<file path="config.mk">
export PLATFORM = sky130hd
export DESIGN_NAME = alu_exec_unit
export DESIGN_NICKNAME = d
export VERILOG_FILES = /design/src/rtl/alu_exec_unit.sv
export SDC_FILE = /design/constraint.sdc
export NUM_CORES = 1
export LEC_CHECK = 0
export BUFFER_PORTS_ARGS = -buffer_cell sky130_fd_sc_hd__buf_2
export CORE_ASPECT_RATIO = 0.6
export CORE_MARGIN = 2
export CORE_UTILIZATION = 30
export CTS_BUF_LIST = sky130_fd_sc_hd__clkbuf_4
export DETAILED_ROUTE_END_ITERATION = 8
export PLACE_DENSITY = 0.55
export SETUP_SLACK_MARGIN = 0.5
export SLEW_MARGIN = 5
export SYNTH_ARGS = -nofsm -noshare
export SYNTH_HDL_FRONTEND = slang
export SYNTH_SLANG_ARGS = --single-unit
</file>
<file path="constraint.sdc">
create_clock -name clk -period 11.5 [get_ports clk]
set_input_delay 1.15 -clock clk [delete_from_list [all_inputs] [get_ports clk]]
set_output_delay 1.15 -clock clk [all_outputs]
set_load 0.02 [all_outputs]
</file>
<file path="src/rtl/alu_exec_unit.sv">
// Execute-stage ALU with valid/ready handshakes on both sides. Single-cycle logic and shift
// ops complete in one cycle; multu runs an iterative shift-add multiply, one bit per clock.
module alu_exec_unit #(
  parameter int WIDTH = 32,
  parameter int SHW   = $clog2(WIDTH)
) (
  input  logic             clk,
  input  logic             reset,
  input  logic             in_valid,
  output logic             in_ready,
  input  logic [1:0]       alu_op,
  input  logic [5:0]       funct,
  input  logic [WIDTH-1:0] a,
  input  logic [WIDTH-1:0] b,
  input  logic [SHW-1:0]   shamt,
  output logic             out_valid,
  input  logic             out_ready,
  output logic [WIDTH-1:0] result,
  output logic [WIDTH-1:0] hi,
  output logic             zero,
  output logic             illegal,
  output logic [1:0]       o_dbg_state
);

  // Handshake: an op transfers on a rising edge where in_valid && in_ready; a result
  // transfers on a rising edge where out_valid && out_ready. Results hold until taken.

  typedef enum logic [1:0] {
    S_IDLE = 2'd0,
    S_MUL  = 2'd1,
    S_DONE = 2'd2
  } state_t;

  state_t             r_state;
  state_t             w_state_nxt;
  logic [WIDTH-1:0]   r_result;
  logic [WIDTH-1:0]   r_hi;
  logic               r_zero;
  logic               r_illegal;
  logic [SHW-1:0]     r_cnt;
  logic [2*WIDTH-1:0] r_prod;
  logic [WIDTH-1:0]   r_mcand;

  logic [WIDTH-1:0]   w_res;
  logic               w_ill;
  logic               w_is_mul;
  logic               w_slt;
  logic               w_sltu;
  logic               w_accept;
  logic               w_last;
  logic [WIDTH:0]     w_sum;
  logic [2*WIDTH-1:0] w_prod_nxt;

  assign w_slt  = $signed(a) < $signed(b);
  assign w_sltu = a < b;

  always_comb begin
    w_res    = '0;
    w_ill    = 1'b0;
    w_is_mul = 1'b0;
    case (alu_op)
      2'b00: w_res = a + b;
      2'b01: w_res = a - b;
      2'b10: begin
        case (funct)
          6'b100000: w_res = a + b;
          6'b100010: w_res = a - b;
          6'b100100: w_res = a & b;
          6'b100101: w_res = a | b;
          6'b100110: w_res = a ^ b;
          6'b100111: w_res = ~(a | b);
          6'b101010: w_res = {{(WIDTH-1){1'b0}}, w_slt};
          6'b101011: w_res = {{(WIDTH-1){1'b0}}, w_sltu};
          6'b000000: w_res = b << shamt;
          6'b000010: w_res = b >> shamt;
          6'b000011: w_res = $signed(b) >>> shamt;
          6'b011001: w_is_mul = 1'b1;
          default:   w_ill = 1'b1;
        endcase
      end
      default: w_ill = 1'b1;
    endcase
  end

  assign in_ready = (r_state == S_IDLE) || ((r_state == S_DONE) && out_ready);
  assign w_accept = in_valid && in_ready;

  // Product register holds {partial_sum, remaining_multiplier}; each step conditionally adds
  // the multiplicand into the upper half and shifts the whole thing right by one.
  assign w_sum      = {1'b0, r_prod[2*WIDTH-1:WIDTH]} + (r_prod[0] ? {1'b0, r_mcand} : '0);
  assign w_prod_nxt = {w_sum, r_prod[WIDTH-1:1]};
  assign w_last     = (r_cnt == SHW'(WIDTH-1));

  always_comb begin
    w_state_nxt = r_state;
    case (r_state)
      S_IDLE: begin
        if (w_accept) w_state_nxt = w_is_mul ? S_MUL : S_DONE;
      end
      S_MUL: begin
        if (w_last) w_state_nxt = S_DONE;
      end
      S_DONE: begin
        if (w_accept)       w_state_nxt = w_is_mul ? S_MUL : S_DONE;
        else if (out_ready) w_state_nxt = S_IDLE;
      end
      default: w_state_nxt = S_IDLE;
    endcase
  end

  always_ff @(posedge clk or posedge reset) begin
    if (reset) begin
      r_state   <= S_IDLE;
      r_result  <= '0;
      r_hi      <= '0;
      r_zero    <= 1'b1;
      r_illegal <= 1'b0;
      r_cnt     <= '0;
      r_prod    <= '0;
      r_mcand   <= '0;
    end else begin
      r_state <= w_state_nxt;
      if (w_accept) begin
        if (w_is_mul) begin
          r_prod  <= {{WIDTH{1'b0}}, b};
          r_mcand <= a;
          r_cnt   <= '0;
        end else begin
          r_result  <= w_res;
          r_hi      <= '0;
          r_zero    <= (w_res == '0);
          r_illegal <= w_ill;
        end
      end else if (r_state == S_MUL) begin
        r_prod <= w_prod_nxt;
        r_cnt  <= r_cnt + 1'b1;
        if (w_last) begin
          r_result  <= w_prod_nxt[WIDTH-1:0];
          r_hi      <= w_prod_nxt[2*WIDTH-1:WIDTH];
          r_zero    <= (w_prod_nxt[WIDTH-1:0] == '0);
          r_illegal <= 1'b0;
        end
      end
    end
  end

  assign out_valid   = (r_state == S_DONE);
  assign result      = r_result;
  assign hi          = r_hi;
  assign zero        = r_zero;
  assign illegal     = r_illegal;
  assign o_dbg_state = r_state;

endmodule

</file>
==> reports/results.txt <==
cell area after synthesis -> 0.01935 sq mm
Worst path slowest cell -> sky130_fd_sc_hd__buf_4
worst hold path type -> register to register
number of nets in the synthesized netlist -> 2656
Post-synth top flop -> sky130_fd_sc_hd__dfrtp_1
post-route standard cell area excluding fillers -> 0.02097 sq mm
maximum clock path buffer count -> 2
number of search-and-repair iterations in the first detailed-routing pass -> 9
via count -> 20550
met3 WL post-DR -> 10180 microns
startpoint types -> input pin
largest driver fanout on the critical path -> 72
Achievable Freq -> 175.3 MHz
Setup Total Neg Slack -> 0 ns
count of buffering cells on the critical path with inverters included -> 2
pin count of the biggest net entering global routing -> 76
sum of overflow across all layers after global routing -> 0
max cap viols -> 0
clock-pin slew on the worst setup and hold paths -> 0.18 ns
die outline area -> 0.06662 sq mm
DRT Wirelength -> 95030 microns
flip-flop and latch count after synthesis -> 169
outcome -> complete, but fails checks
count of cells resized by post-cts repair -> 0
count of mapped cells out of synthesis -> 2435
TritonCTS buffer count -> 17
cell breakdown of the critical path -> buf_4 -> buf_4 -> mux4_2 -> mux2i_1 -> nand2_1 -> a311oi_1 -> a211oi_1 -> a211oi_2 -> nand4_1 -> a2111oi_2 -> nand4b_1 -> nor4_2 -> nand4_1 -> o31ai_2
Setup CP Type -> input pin to register
tightest slew margin relative to the limit -> 11.60%
Async SR Flop Fraction -> 100.0%
final antenna-violating net count -> 0
Clock Root Buffer -> sky130_fd_sc_hd__clkbuf_4
vias in the first global route -> 19080
clock insertion delay at the later pin of the skew report -> 0.61 ns
detailed-route vias per instance -> 6.199
total routing resource utilization after global routing -> 27.56%
max layer used -> met5
placement row count -> 72
horizontal extent of the die -> 331.9 microns
CTS tree -> done
highest-count cells in the layout ignoring fill and taps -> sky130_fd_sc_hd__nand2_1 (336), sky130_fd_sc_hd__nor2_1 (180), sky130_fd_sc_hd__o21ai_0 (176)
starting density of the core -> 30.17%
top-level I/O count -> 151
sort of element at the end of the critical path -> register
Crit path largest cell delay -> 0.81 ns
TritonCTS Sinks -> 169
count of input and output buffers -> 150
layout cell share with drive strength beyond 1 -> 14.51%
filler instances -> 6829
data required time at the worst endpoint -> 12.05 ns
global-route wire length before repair -> 137100 microns
number of distinct library cells after synthesis -> 101
Max Slew Vio Count -> 0
number of warnings printed during yosys synthesis -> 0
final-report setup violation count -> 0
violated checks -> DRC
Vert. Die Dim -> 200.7 microns
number of DRC markers in iteration 0 -> 2939
kind of cell with the highest combined delay on the critical path -> compound AO/OA/AOI/OAI gates
Area growth, synth to finish -> 8.341%
endpoint arrival time on the critical path -> 6.25 ns
measured slew at the worst slew-check pin -> 1.312 ns
Post-Syn Area per Cell -> 7.947 sq um
core area -> 0.06414 sq mm
total cell area at the placement stage -> 0.02062 sq mm
part of the Yosys area used for sequential elements -> 21.86%
Power per Cell Area -> 93.18 mW/mm^2
count of endpoints failing hold in the final timing report -> 0
crit path time final -> 5.704 ns
number of buffers added to fix hold violations after cts -> 0
setup bufs post-CTS -> 0
leakage power -> 9.235 nW
most common cell after layout, fill and taps aside -> sky130_fd_sc_hd__nand2_1
final net count -> 2669
CTS H-tree depth -> 4
setup clock skew after layout -> 0.03666 ns
number of antenna violations at the first check in global routing -> 9
final worst-path cycle share -> 49.60%
unrepaired setup endpoints after global routing -> false
final routed DRC violation total -> 1
WL per Instance -> 28.67 microns
met1 layer wirelength in the final routing -> 45640 microns
VDD IR max -> 0.00005409 V
routability congestion estimate from global placement -> 1.085
met2 wire length -> 37500 microns
EDFF count, synth -> 0
Post-DP HPWL -> 74050 microns
## logic make-up after synthesis
group / Yosys count / synth area share [%]
compound gates: 784 / 27.66
buf+inv: 321 / 7.209
flops: 169 / 21.86
simple gates: 813 / 19.40
xor+xnor: 47 / 2.127
mux: 161 / 12.57
fa+ha+maj: 140 / 9.168
## worst reg2reg max path: stages, from the launching register on
cell	delay (ns)
sky130_fd_sc_hd__dfrtp_1	1.00
sky130_fd_sc_hd__nand2_1	0.25
sky130_fd_sc_hd__inv_1	0.12
sky130_fd_sc_hd__ha_1	0.23
sky130_fd_sc_hd__a21o_1	0.17
sky130_fd_sc_hd__a21o_1	0.21
sky130_fd_sc_hd__a31oi_1	0.31
sky130_fd_sc_hd__a31oi_1	0.18
sky130_fd_sc_hd__a311oi_1	1.02
sky130_fd_sc_hd__o311ai_0	0.45
sky130_fd_sc_hd__nand3_1	0.26
sky130_fd_sc_hd__o21ai_0	0.22
sky130_fd_sc_hd__a31oi_1	0.25
sky130_fd_sc_hd__xor2_1	0.25
sky130_fd_sc_hd__o31ai_1	0.10
## report_power, final
part | switching (W) | leakage [nW] | internal [W]
Combinational | 0.000569 | 6.89 | 0.000270
Sequential | 0.0000419 | 2.17 | 0.000643
Clock | 0.000248 | 0.178 | 0.000181
Total | 0.000859 | 9.23 | 0.00109
## final cells by class
type,count,area [sq um],area share [%]
Multi-Input combinational cell,1945,13790,65.77
Antenna cell,3,7.507,0.03581
Clock buffer,18,135.1,0.6445
Clock inverter,14,206.4,0.9847
Sequential cell,169,4230,20.18
Timing Repair Buffer,189,1054,5.025
Tap cell,851,1065,5.079
Inverter,126,478.0,2.280
## synth_stat cells (39+ instances only)
master                     instances  area share [%]
sky130_fd_sc_hd__inv_1           122             2.4
sky130_fd_sc_hd__mux2i_1          72             3.7
sky130_fd_sc_hd__mux4_2           62             7.2
sky130_fd_sc_hd__clkbuf_1        117             2.3
sky130_fd_sc_hd__nand3_1          54             1.4
sky130_fd_sc_hd__ha_1            137             8.9
sky130_fd_sc_hd__a21oi_1         139             3.6
sky130_fd_sc_hd__dfrtp_1         168              22
sky130_fd_sc_hd__nor2_1          183             3.5
sky130_fd_sc_hd__and2_1           43             1.4
sky130_fd_sc_hd__o21ai_0         177             4.6
sky130_fd_sc_hd__nor3_1           39             1.0
sky130_fd_sc_hd__a22oi_1          52             2.0
sky130_fd_sc_hd__nand2_1         337             6.5
## flip-flops by register name, indices dropped and copies added, names as in the netlist
signal / flops
r_prod: 64
hi: 32
r_mcand: 32
result: 32
r_cnt: 5
o_dbg_state: 2
illegal: 1
zero: 1
## path summary, 6_finish.rpt
check	start	end	slack, ns	cells after the start
min in group asynchronous	reset	r_prod[27]$_DFFE_PP0P_	0.61	2
setup reg to reg	r_prod[0]$_DFFE_PP0P_	hi[28]$_DFFE_PP0P_	6.35	14
setup / recovery	shamt[1]	zero$_DFFE_PP1P_	5.80	14
hold / removal	hi[12]$_DFFE_PP0P_	hi[12]$_DFFE_PP0P_	0.48	2
max in group asynchronous	reset	r_prod[33]$_DFFE_PP0P_	9.01	4
hold reg to reg	hi[12]$_DFFE_PP0P_	hi[12]$_DFFE_PP0P_	0.48	2
## through the flow
step	util, %	hold slack (ns)	total power [W]	instances	worst slack [ns]
2_1_floorplan	-	0.4418	0.001203	2435	5.777
3_3_place_gp	32.14	0.4499	0.001506	3280	5.390
6_report	32.69	0.4832	0.001953	3315	5.796
5_1_grt	32.68	0.5099	0.002042	3314	5.684
3_5_place_dp	32.14	0.4551	0.001507	3280	5.355
4_1_cts	32.67	0.4893	0.001938	3312	6.023
## per-layer routing
layer | up-vias | global-route usage (%)
li1 | 9000 | -
met1 | 10300 | 43.01
met2 | 1136 | 37.38
met3 | 110 | 7.486
met4 | 8 | 4.773
met5 | - | 0
Power figures use the tool's default switching activity.
